**src/rtl/iob_cpu_bridge.sv**
```systemverilog
// iob_cpu_bridge: forwards a native CPU request (valid/ready handshake) to the
// instruction bus or to one of N_SLAVES data targets. The data target is chosen
// by the top SEL_W address bits, and an out-of-range select is answered locally
// with an error. Request fields are registered once and broadcast to every target.
// Optional bus timeout: define IOB_CPU_BRIDGE_TIMEOUT_EN.
module iob_cpu_bridge #(
  parameter int ADDR_W      = 32,
  parameter int DATA_W      = 32,
  parameter int N_SLAVES    = 2,
  parameter int TIMEOUT_CYC = 256
) (
  input  logic                       clk,
  input  logic                       rst_n,
  input  logic                       cpu_valid,
  input  logic                       cpu_instr,
  input  logic [ADDR_W-1:0]          cpu_addr,
  input  logic [DATA_W-1:0]          cpu_wdata,
  input  logic [DATA_W/8-1:0]        cpu_wstrb,
  output logic                       cpu_ready,
  output logic [DATA_W-1:0]          cpu_rdata,
  output logic                       ibus_valid,
  input  logic                       ibus_ready,
  input  logic [DATA_W-1:0]          ibus_rdata,
  output logic [N_SLAVES-1:0]        dbus_valid,
  input  logic [N_SLAVES-1:0]        dbus_ready,
  input  logic [N_SLAVES*DATA_W-1:0] dbus_rdata,
  output logic [ADDR_W-1:0]          m_addr,
  output logic [DATA_W-1:0]          m_wdata,
  output logic [DATA_W/8-1:0]        m_wstrb,
  output logic                       bus_err,
  input  logic                       err_clr
);

  localparam int SEL_W = $clog2(N_SLAVES);
  localparam int SEL_N = 1 << SEL_W;
  localparam logic [DATA_W-1:0] TMO_RDATA = DATA_W'(32'hDEADBEEF);

  if (N_SLAVES < 2) begin : g_bad_n_slaves
    $error("iob_cpu_bridge: N_SLAVES must be at least 2");
  end
  if (TIMEOUT_CYC < 1) begin : g_bad_timeout
    $error("iob_cpu_bridge: TIMEOUT_CYC must be at least 1");
  end

  // Bit i set when select value i addresses an existing data target.
  function automatic logic [SEL_N-1:0] sel_ok_mask();
    logic [SEL_N-1:0] m;
    for (int i = 0; i < SEL_N; i++) begin
      m[i] = (i < N_SLAVES);
    end
    return m;
  endfunction

  localparam logic [SEL_N-1:0] SEL_OK = sel_ok_mask();

  typedef enum logic [1:0] {S_IDLE, S_REQ, S_RESP} state_t;

  state_t              state_q, state_d;
  logic [ADDR_W-1:0]   m_addr_q, m_addr_d;
  logic [DATA_W-1:0]   m_wdata_q, m_wdata_d;
  logic [DATA_W/8-1:0] m_wstrb_q, m_wstrb_d;
  logic                instr_q, instr_d;
  logic [SEL_W-1:0]    sel_q, sel_d;
  logic                ibus_valid_q, ibus_valid_d;
  logic [N_SLAVES-1:0] dbus_valid_q, dbus_valid_d;
  logic                cpu_ready_q, cpu_ready_d;
  logic [DATA_W-1:0]   rdata_q, rdata_d;
  logic                bus_err_q, bus_err_d;

  logic [SEL_W-1:0]    cpu_sel;
  logic                tgt_ready;
  logic [DATA_W-1:0]   tgt_rdata;
  logic                err_set;
  logic                tmo_hit;

  assign cpu_sel = cpu_addr[ADDR_W-1 -: SEL_W];

`ifdef IOB_CPU_BRIDGE_TIMEOUT_EN
  localparam int CNT_W = $clog2(TIMEOUT_CYC + 1);

  logic [CNT_W-1:0] tmo_cnt_q, tmo_cnt_d;

  // The counter sits at TIMEOUT_CYC-1 during the last REQ cycle that is allowed.
  assign tmo_hit = (tmo_cnt_q == CNT_W'(TIMEOUT_CYC - 1));

  // Count REQ cycles spent without a ready; cleared in every other state.
  always_comb begin
    tmo_cnt_d = '0;
    if (state_q == S_REQ && !tgt_ready && !tmo_hit) begin
      tmo_cnt_d = tmo_cnt_q + 1'b1;
    end
  end

  // Timeout counter register.
  always_ff @(posedge clk or negedge rst_n) begin
    if (!rst_n) begin
      tmo_cnt_q <= '0;
    end else begin
      tmo_cnt_q <= tmo_cnt_d;
    end
  end
`else
  assign tmo_hit = 1'b0;
`endif

  // Select the ready/rdata pair of the target owning the current request.
  always_comb begin
    tgt_ready = 1'b0;
    tgt_rdata = '0;
    if (instr_q) begin
      tgt_ready = ibus_ready;
      tgt_rdata = ibus_rdata;
    end else begin
      for (int i = 0; i < N_SLAVES; i++) begin
        if (sel_q == SEL_W'(i)) begin
          tgt_ready = dbus_ready[i];
          tgt_rdata = dbus_rdata[i*DATA_W +: DATA_W];
        end
      end
    end
  end

  // Next-state and registered-output logic for the IDLE/REQ/RESP sequencer.
  always_comb begin
    state_d      = state_q;
    m_addr_d     = m_addr_q;
    m_wdata_d    = m_wdata_q;
    m_wstrb_d    = m_wstrb_q;
    instr_d      = instr_q;
    sel_d        = sel_q;
    ibus_valid_d = ibus_valid_q;
    dbus_valid_d = dbus_valid_q;
    rdata_d      = rdata_q;
    cpu_ready_d  = 1'b0;
    err_set      = 1'b0;

    case (state_q)
      S_IDLE: begin
        if (cpu_valid) begin
          m_addr_d  = cpu_addr;
          m_wdata_d = cpu_wdata;
          m_wstrb_d = cpu_wstrb;
          instr_d   = cpu_instr;
          sel_d     = cpu_sel;
          if (!cpu_instr && !SEL_OK[cpu_sel]) begin
            // Nothing lives at this select: answer at once with zero data.
            state_d     = S_RESP;
            rdata_d     = '0;
            cpu_ready_d = 1'b1;
            err_set     = 1'b1;
          end else begin
            state_d = S_REQ;
            if (cpu_instr) begin
              ibus_valid_d = 1'b1;
            end else begin
              for (int i = 0; i < N_SLAVES; i++) begin
                dbus_valid_d[i] = (cpu_sel == SEL_W'(i));
              end
            end
          end
        end
      end

      S_REQ: begin
        if (tgt_ready) begin
          state_d      = S_RESP;
          rdata_d      = tgt_rdata;
          cpu_ready_d  = 1'b1;
          ibus_valid_d = 1'b0;
          dbus_valid_d = '0;
        end else if (tmo_hit) begin
          state_d      = S_RESP;
          rdata_d      = TMO_RDATA;
          cpu_ready_d  = 1'b1;
          ibus_valid_d = 1'b0;
          dbus_valid_d = '0;
          err_set      = 1'b1;
        end
      end

      S_RESP: begin
        // cpu_ready is high for this single cycle; the CPU request is not looked at.
        state_d = S_IDLE;
      end

      default: begin
        state_d = S_IDLE;
      end
    endcase

    // A new error wins over a clear arriving in the same cycle.
    if (err_set) begin
      bus_err_d = 1'b1;
    end else if (err_clr) begin
      bus_err_d = 1'b0;
    end else begin
      bus_err_d = bus_err_q;
    end
  end

  // State and output registers; reset drops every valid immediately.
  always_ff @(posedge clk or negedge rst_n) begin
    if (!rst_n) begin
      state_q      <= S_IDLE;
      m_addr_q     <= '0;
      m_wdata_q    <= '0;
      m_wstrb_q    <= '0;
      instr_q      <= 1'b0;
      sel_q        <= '0;
      ibus_valid_q <= 1'b0;
      dbus_valid_q <= '0;
      cpu_ready_q  <= 1'b0;
      rdata_q      <= '0;
      bus_err_q    <= 1'b0;
    end else begin
      state_q      <= state_d;
      m_addr_q     <= m_addr_d;
      m_wdata_q    <= m_wdata_d;
      m_wstrb_q    <= m_wstrb_d;
      instr_q      <= instr_d;
      sel_q        <= sel_d;
      ibus_valid_q <= ibus_valid_d;
      dbus_valid_q <= dbus_valid_d;
      cpu_ready_q  <= cpu_ready_d;
      rdata_q      <= rdata_d;
      bus_err_q    <= bus_err_d;
    end
  end

  assign cpu_ready  = cpu_ready_q;
  assign cpu_rdata  = rdata_q;
  assign ibus_valid = ibus_valid_q;
  assign dbus_valid = dbus_valid_q;
  assign m_addr     = m_addr_q;
  assign m_wdata    = m_wdata_q;
  assign m_wstrb    = m_wstrb_q;
  assign bus_err    = bus_err_q;

endmodule

```
**config.mk**
```make
export PLATFORM = sky130hd
export DESIGN_NAME = iob_cpu_bridge
export DESIGN_NICKNAME = d
export VERILOG_FILES = /design/src/rtl/iob_cpu_bridge.sv
export SDC_FILE = /design/constraint.sdc
export NUM_CORES = 1
export LEC_CHECK = 0
export BUFFER_PORTS_ARGS = -buffer_cell sky130_fd_sc_hd__buf_2
export CAP_MARGIN = 10
export CORE_MARGIN = 4
export CORE_UTILIZATION = 44
export DETAILED_ROUTE_END_ITERATION = 6
export GPL_TIMING_DRIVEN = 0
export PLACE_DENSITY = 0.89
export SYNTH_ARGS = -nofsm -noshare
export SYNTH_HDL_FRONTEND = slang
export SYNTH_SLANG_ARGS = --single-unit
```
**constraint.sdc**
```tcl
create_clock -name clk -period 2.1 [get_ports clk]
set_clock_uncertainty 0.15 [all_clocks]
set_input_delay 0.21 -clock clk [delete_from_list [all_inputs] [get_ports clk]]
set_output_delay 0.21 -clock clk [all_outputs]
set_load 0.02 [all_outputs]
```
# Word-level counts from Yosys, hierarchy flattened
# Cells that the tools add are included.
[word_totals]
ff_bits = 109
latchBits = 0
ram_bits = 0
rom_bits = 0
input_bits = 172
out_inout_bits = 105
word_cells = 61
memories = 0
[classes]
addsub = 0
multipliers = 0
n_div = 0
magnitude_cmp = 1
eq_ne = 7
shift = 0
mux = 30
bitwise = 1
reduce_logical = 11
[ops]
columns = ["operator", "n"]
rows = [
  ["2-to-1 mux 32 bit", 5],
  ["one-hot mux 32 bit (2 select lines)", 1],
  ["2-to-1 mux 2 bit", 7],
  ["2-to-1 mux 1 bit", 13],
  ["inequality test 2 bit, second input constant", 6],
  ["AND reduction 5 bit", 2],
  ["one-hot mux 2 bit (2 select lines)", 2],
  ["one-hot mux 1 bit (2 select lines)", 2],
  ["AND reduction 2 bit", 2],
  ["AND reduction 4 bit", 1],
  ["nonzero test 2 bit", 2],
  ["equality test 2 x 1 -> 1 bit, second input constant", 1],
  ["zero test 1 bit", 2],
  ["zero test 2 bit", 1],
  ["less-than comparator 1 x 2 -> 1 bit, second input constant", 1],
  ["logical AND 1 bit", 1],
  ["NOT 1 bit", 1],
]

# Longest topological paths before layout
[logic_depth]
word_depth = 8
mapped_depth = 6
ltp_nobuf = 3

# Least setup slack after synthesis
# Ideal clock, no wire load.
[synth_timing]
path_kind = "reg2reg"
start = "register, netlist name m_addr[31]"
end = "register rdata_q[15], in the netlist cpu_rdata[15]"
setup_time_ns = 0.125
t_arrival_ns = 1.651
required_ns = 1.825
slack_ns = 0.174
stages_incl_launch_ff = 6
path_buffers = 2
period_less_slack_ns = 1.926
path_cell_list = "dfrtp_1 > buf_4 > mux2i_1 > o31ai_4 > buf_6 > mux2_2"
[synth_lines]
columns = ["element", "line_no", "rtl"]
rows = [
  ["end signal, assigned", "225", "rdata_q <= rdata_d;"],
  ["end, declared", "67", "logic [DATA_W-1:0] rdata_q, rdata_d;"],
]

==> results.toml <==
[detailed_routing]
wl_per_cell_microns = 16.3
vias = 4966
drt_iter0_drc = 280
detail-route-antenna-nets = 0
viasPerCell = 5.01
dr.pass1.iters = 4
drc = 0
wirelength_microns = 16100

[critical_path]
slowest_delay_ns = 0.43
reg2reg_to = "cpu_rdata[30]"
critical_path.max_fanout = 10
critPathLaunchType = "flip-flop"
critical_path_arrival_ns = 2.03
worstSetupPathType = "reg2reg"
required_ns = 2.19
cpMaxStageDelayCell = "mux2i_1"
rrSetupSlack_ns = 0.16
crit_path_frequent_cell = "buf_4"
r2r_start = "m_addr[31]"
crit_chain = "buf_4, mux2i_1, o31ai_4, buf_4, buf_6, mux2_1"
rr_worst_depth = 6
cp-end-kind = "flip-flop"

[synth]
synthMuxAreaShare_pct = 14.9
ys_warn_count = 0
synth-compound-area-share_pct = 4.73
syn_avg_cell_area_sq_um = 9.55
synth_xor_area_share_pct = 0
ys_ff_latch = 107
synth_top_family_by_area = "simple AND/OR/NAND/NOR gates"
synth_cell_types = 22
synth_fp_nets = 665
synthCells = 493
synthSimpleGateAreaFrac_pct = 20.0
synth_top_area_cell = "dfrtp_1"
synth_fa_ha_area_share_pct = 0
synthTopCellsByArea = "dfrtp_1, nand2_1, mux2i_1, mux2_2, o21ai_0"
synth_top_cell_area_share_pct = 56.9
syn_area_sq_um = 4710
ys_seq_area_share_pct = 56.9

[floorplan]
design.die.area_sq_um = 12400
die_x_microns = 111
coreArea_sq_um = 10400
ios = 277
num_rows = 37
die_y_microns = 111
initial_core_util_pct = 45.4

[clock_tree]
htreeDepth = 3
cts_buffers = 9
cts_root_buffer = "clkbuf_8"
cts_sinks = 107
clk_path_buf_depth = 2
clk_latency_ns = 0.35
cts_tree = "yes"
clk_pin_slew_ns = 0.10

[global_routing]
gr-total-overflow = 0
antenna_found_initial = 2
track_usage_pct = 26.0
grt_first_pass_wirelength_microns = 26200
grt_start_max_net_pins = 57
grt_pass1_vias = 5252

[timing]
max_clock_freq_ghz = 0.515
drv_slew = 0
tightestPinTransition_ns = 0.680
rsz0062_at_grt = "false"
finalSetupViolCount = 0
min_period_ns = 1.94
min_period_over_period_pct = 92.4
hold_viol = 0
relSlewSlack_pct = 54.7

[power]
comb_power_share_pct = 53.5
leakagePower_nw = 3.95
swShare_pct = 45.0
power_frac_seq_pct = 34.8
p_sw_w = 0.00466
p_int_w = 0.00570
power_density_nw_per_um2 = 1440
peakVddDrop_uv = 914
clkPwrFrac_pct = 11.7

[placed_design]
gp_congestion = 0.844
dp.cells = 904
dp_hpwl_microns = 11000
io_buffers = 274
place_area_sq_um = 6280

[worst_hold_path]
hold_path.class = "in2reg"
hold_path_depth = 4
hold_start = "ibus_rdata[30]"
hold_end = "cpu_rdata[30]"

[status]
outcome = "finished clean"

[finish]
drive_gt1_share_pct = 39.5
syn2layout_area_growth_pct = 52.7
nets = 1024
final_cells = 992
finalInstanceArea_sq_um = 7190

[flow_run]
drv_cap = 0
-- flip-flops by register name, indices dropped and copies added (netlist names) --
register    flops
m_wdata        32
ibus_valid      1
instr_q         1
m_wstrb         4
cpu_rdata      32
state_q         2
cpu_ready       1
m_addr         32
dbus_valid      2
-- metal layers --
| layer | global-route usage [%] | share of wire (%) | vias up |
|---|---|---|---|
| li1 | - | - | 2290 |
| met1 | 29.0 | 36 | 2329 |
| met2 | 44.9 | 50 | 291 |
| met3 | 7.88 | 8.7 | 56 |
| met4 | 13.2 | 4.3 | 0 |
| met5 | 0 | 0 | - |
-- how the worst max path moves through the flow --
stage          depth (start not counted)            end  slack (ns)        from
3_5_place_dp                           5  cpu_rdata[21]       -0.05  m_addr[31]
5_1_grt                                5      m_addr[0]        0.03  state_q[0]
4_1_cts                                5  cpu_rdata[22]        0.03  m_addr[31]
3_3_place_gp                           1   cpu_rdata[9]       -0.50       rst_n
2_1_floorplan                          5  cpu_rdata[15]        0.17  m_addr[31]
6_report                               6  cpu_rdata[30]        0.16  m_addr[31]
-- placed cells by master (no fill, tap or decap), types with 3 or more instances in the layout --
master | Yosys | final
dlygate4sd3_1 | 0 | 70
dfrtp_1 | 107 | 107
buf_6 | 3 | 3
buf_2 | 3 | 276
nand2_1 | 239 | 239
clkbuf_8 | 0 | 9
buf_4 | 3 | 7
clkbuf_1 | 24 | 19
mux2_2 | 30 | 30
mux2i_1 | 34 | 34
clkbuf_2 | 0 | 5
o21ai_0 | 36 | 36
-- cell type report --
type                            instances  area [sq um]
Inverter                                1          3.75
Antenna cell                            2          5.00
Buffer                                 33           168
Clock buffer                            9           124
Sequential cell                       107          2680
Clock inverter                          4          53.8
Timing Repair Buffer                  348          2120
Multi-Input combinational cell        352          1870
Tap cell                              136           170
Fill cell                             772          3180
-- synth_stat cells --
| cell type | number |
|---|---|
| nand2_1 | 239 |
| dfrtp_1 | 107 |
| o21ai_0 | 36 |
| mux2i_1 | 34 |
| mux2_2 | 30 |
| clkbuf_1 | 24 |
| buf_2 | 3 |
| buf_4 | 3 |
| buf_6 | 3 |
| mux2_1 | 2 |
| a21oi_1 | 1 |
| conb_1 | 1 |
| inv_1 | 1 |
| nand2b_1 | 1 |
| nand3b_1 | 1 |
| nand4b_1 | 1 |
| nor2_1 | 1 |
| nor3b_1 | 1 |
| o31ai_1 | 1 |
| o31ai_4 | 1 |
| o32ai_1 | 1 |
| or3b_2 | 1 |
-- power groups by stage --
stage | Sequential, W | Combinational (W) | Clock [W]
4_1_cts | 0.00357 | 0.00551 | 0.00124
6_report | 0.00361 | 0.00554 | 0.00121
3_3_place_gp | 0.00355 | 0.00522 | 0
3_5_place_dp | 0.00359 | 0.00538 | 0
5_1_grt | 0.00373 | 0.00602 | 0.00134
2_1_floorplan | 0.00479 | 0.00224 | 0
-- timing repair --
action	4_1_cts	5_1_grt
endpoints found under the hold margin	122	0
pin swaps	1	0
hold buffers	70	0
gates resized for setup	1	8
setup buffers	3	0
setup endpoints to repair	26	24
-- worst max-delay path, delay by kind of cell (launching register included) --
family,cells,cell delay (ns)
buffers and inverters,3,0.51
AOI/OAI and AO/OA,1,0.07
muxes,2,0.74
DFF,1,0.36
-- stage by stage --
step           hold slack (ns)  worst slack, ns  TNS (ns)  utilization, %  power (W)
2_1_floorplan           -0.236            0.174         0               -    0.00703
3_3_place_gp             0.249           -0.502    -53.68            60.3    0.00877
3_5_place_dp             0.142          -0.0548     -1.03            60.6    0.00897
4_1_cts                 0.0112           0.0310         0            69.3     0.0103
5_1_grt                 0.0268           0.0307         0            69.4     0.0111
6_report                0.0340            0.159         0            69.4     0.0104
-- cell families after synthesis --
family	count (synthesis)
AO/OA/AOI/OAI	40
multiplexers	66
other	1
flip-flops	107
buffers and inverters	34
AND/OR/NAND/NOR	245
Power figures use the tool's default switching activity.
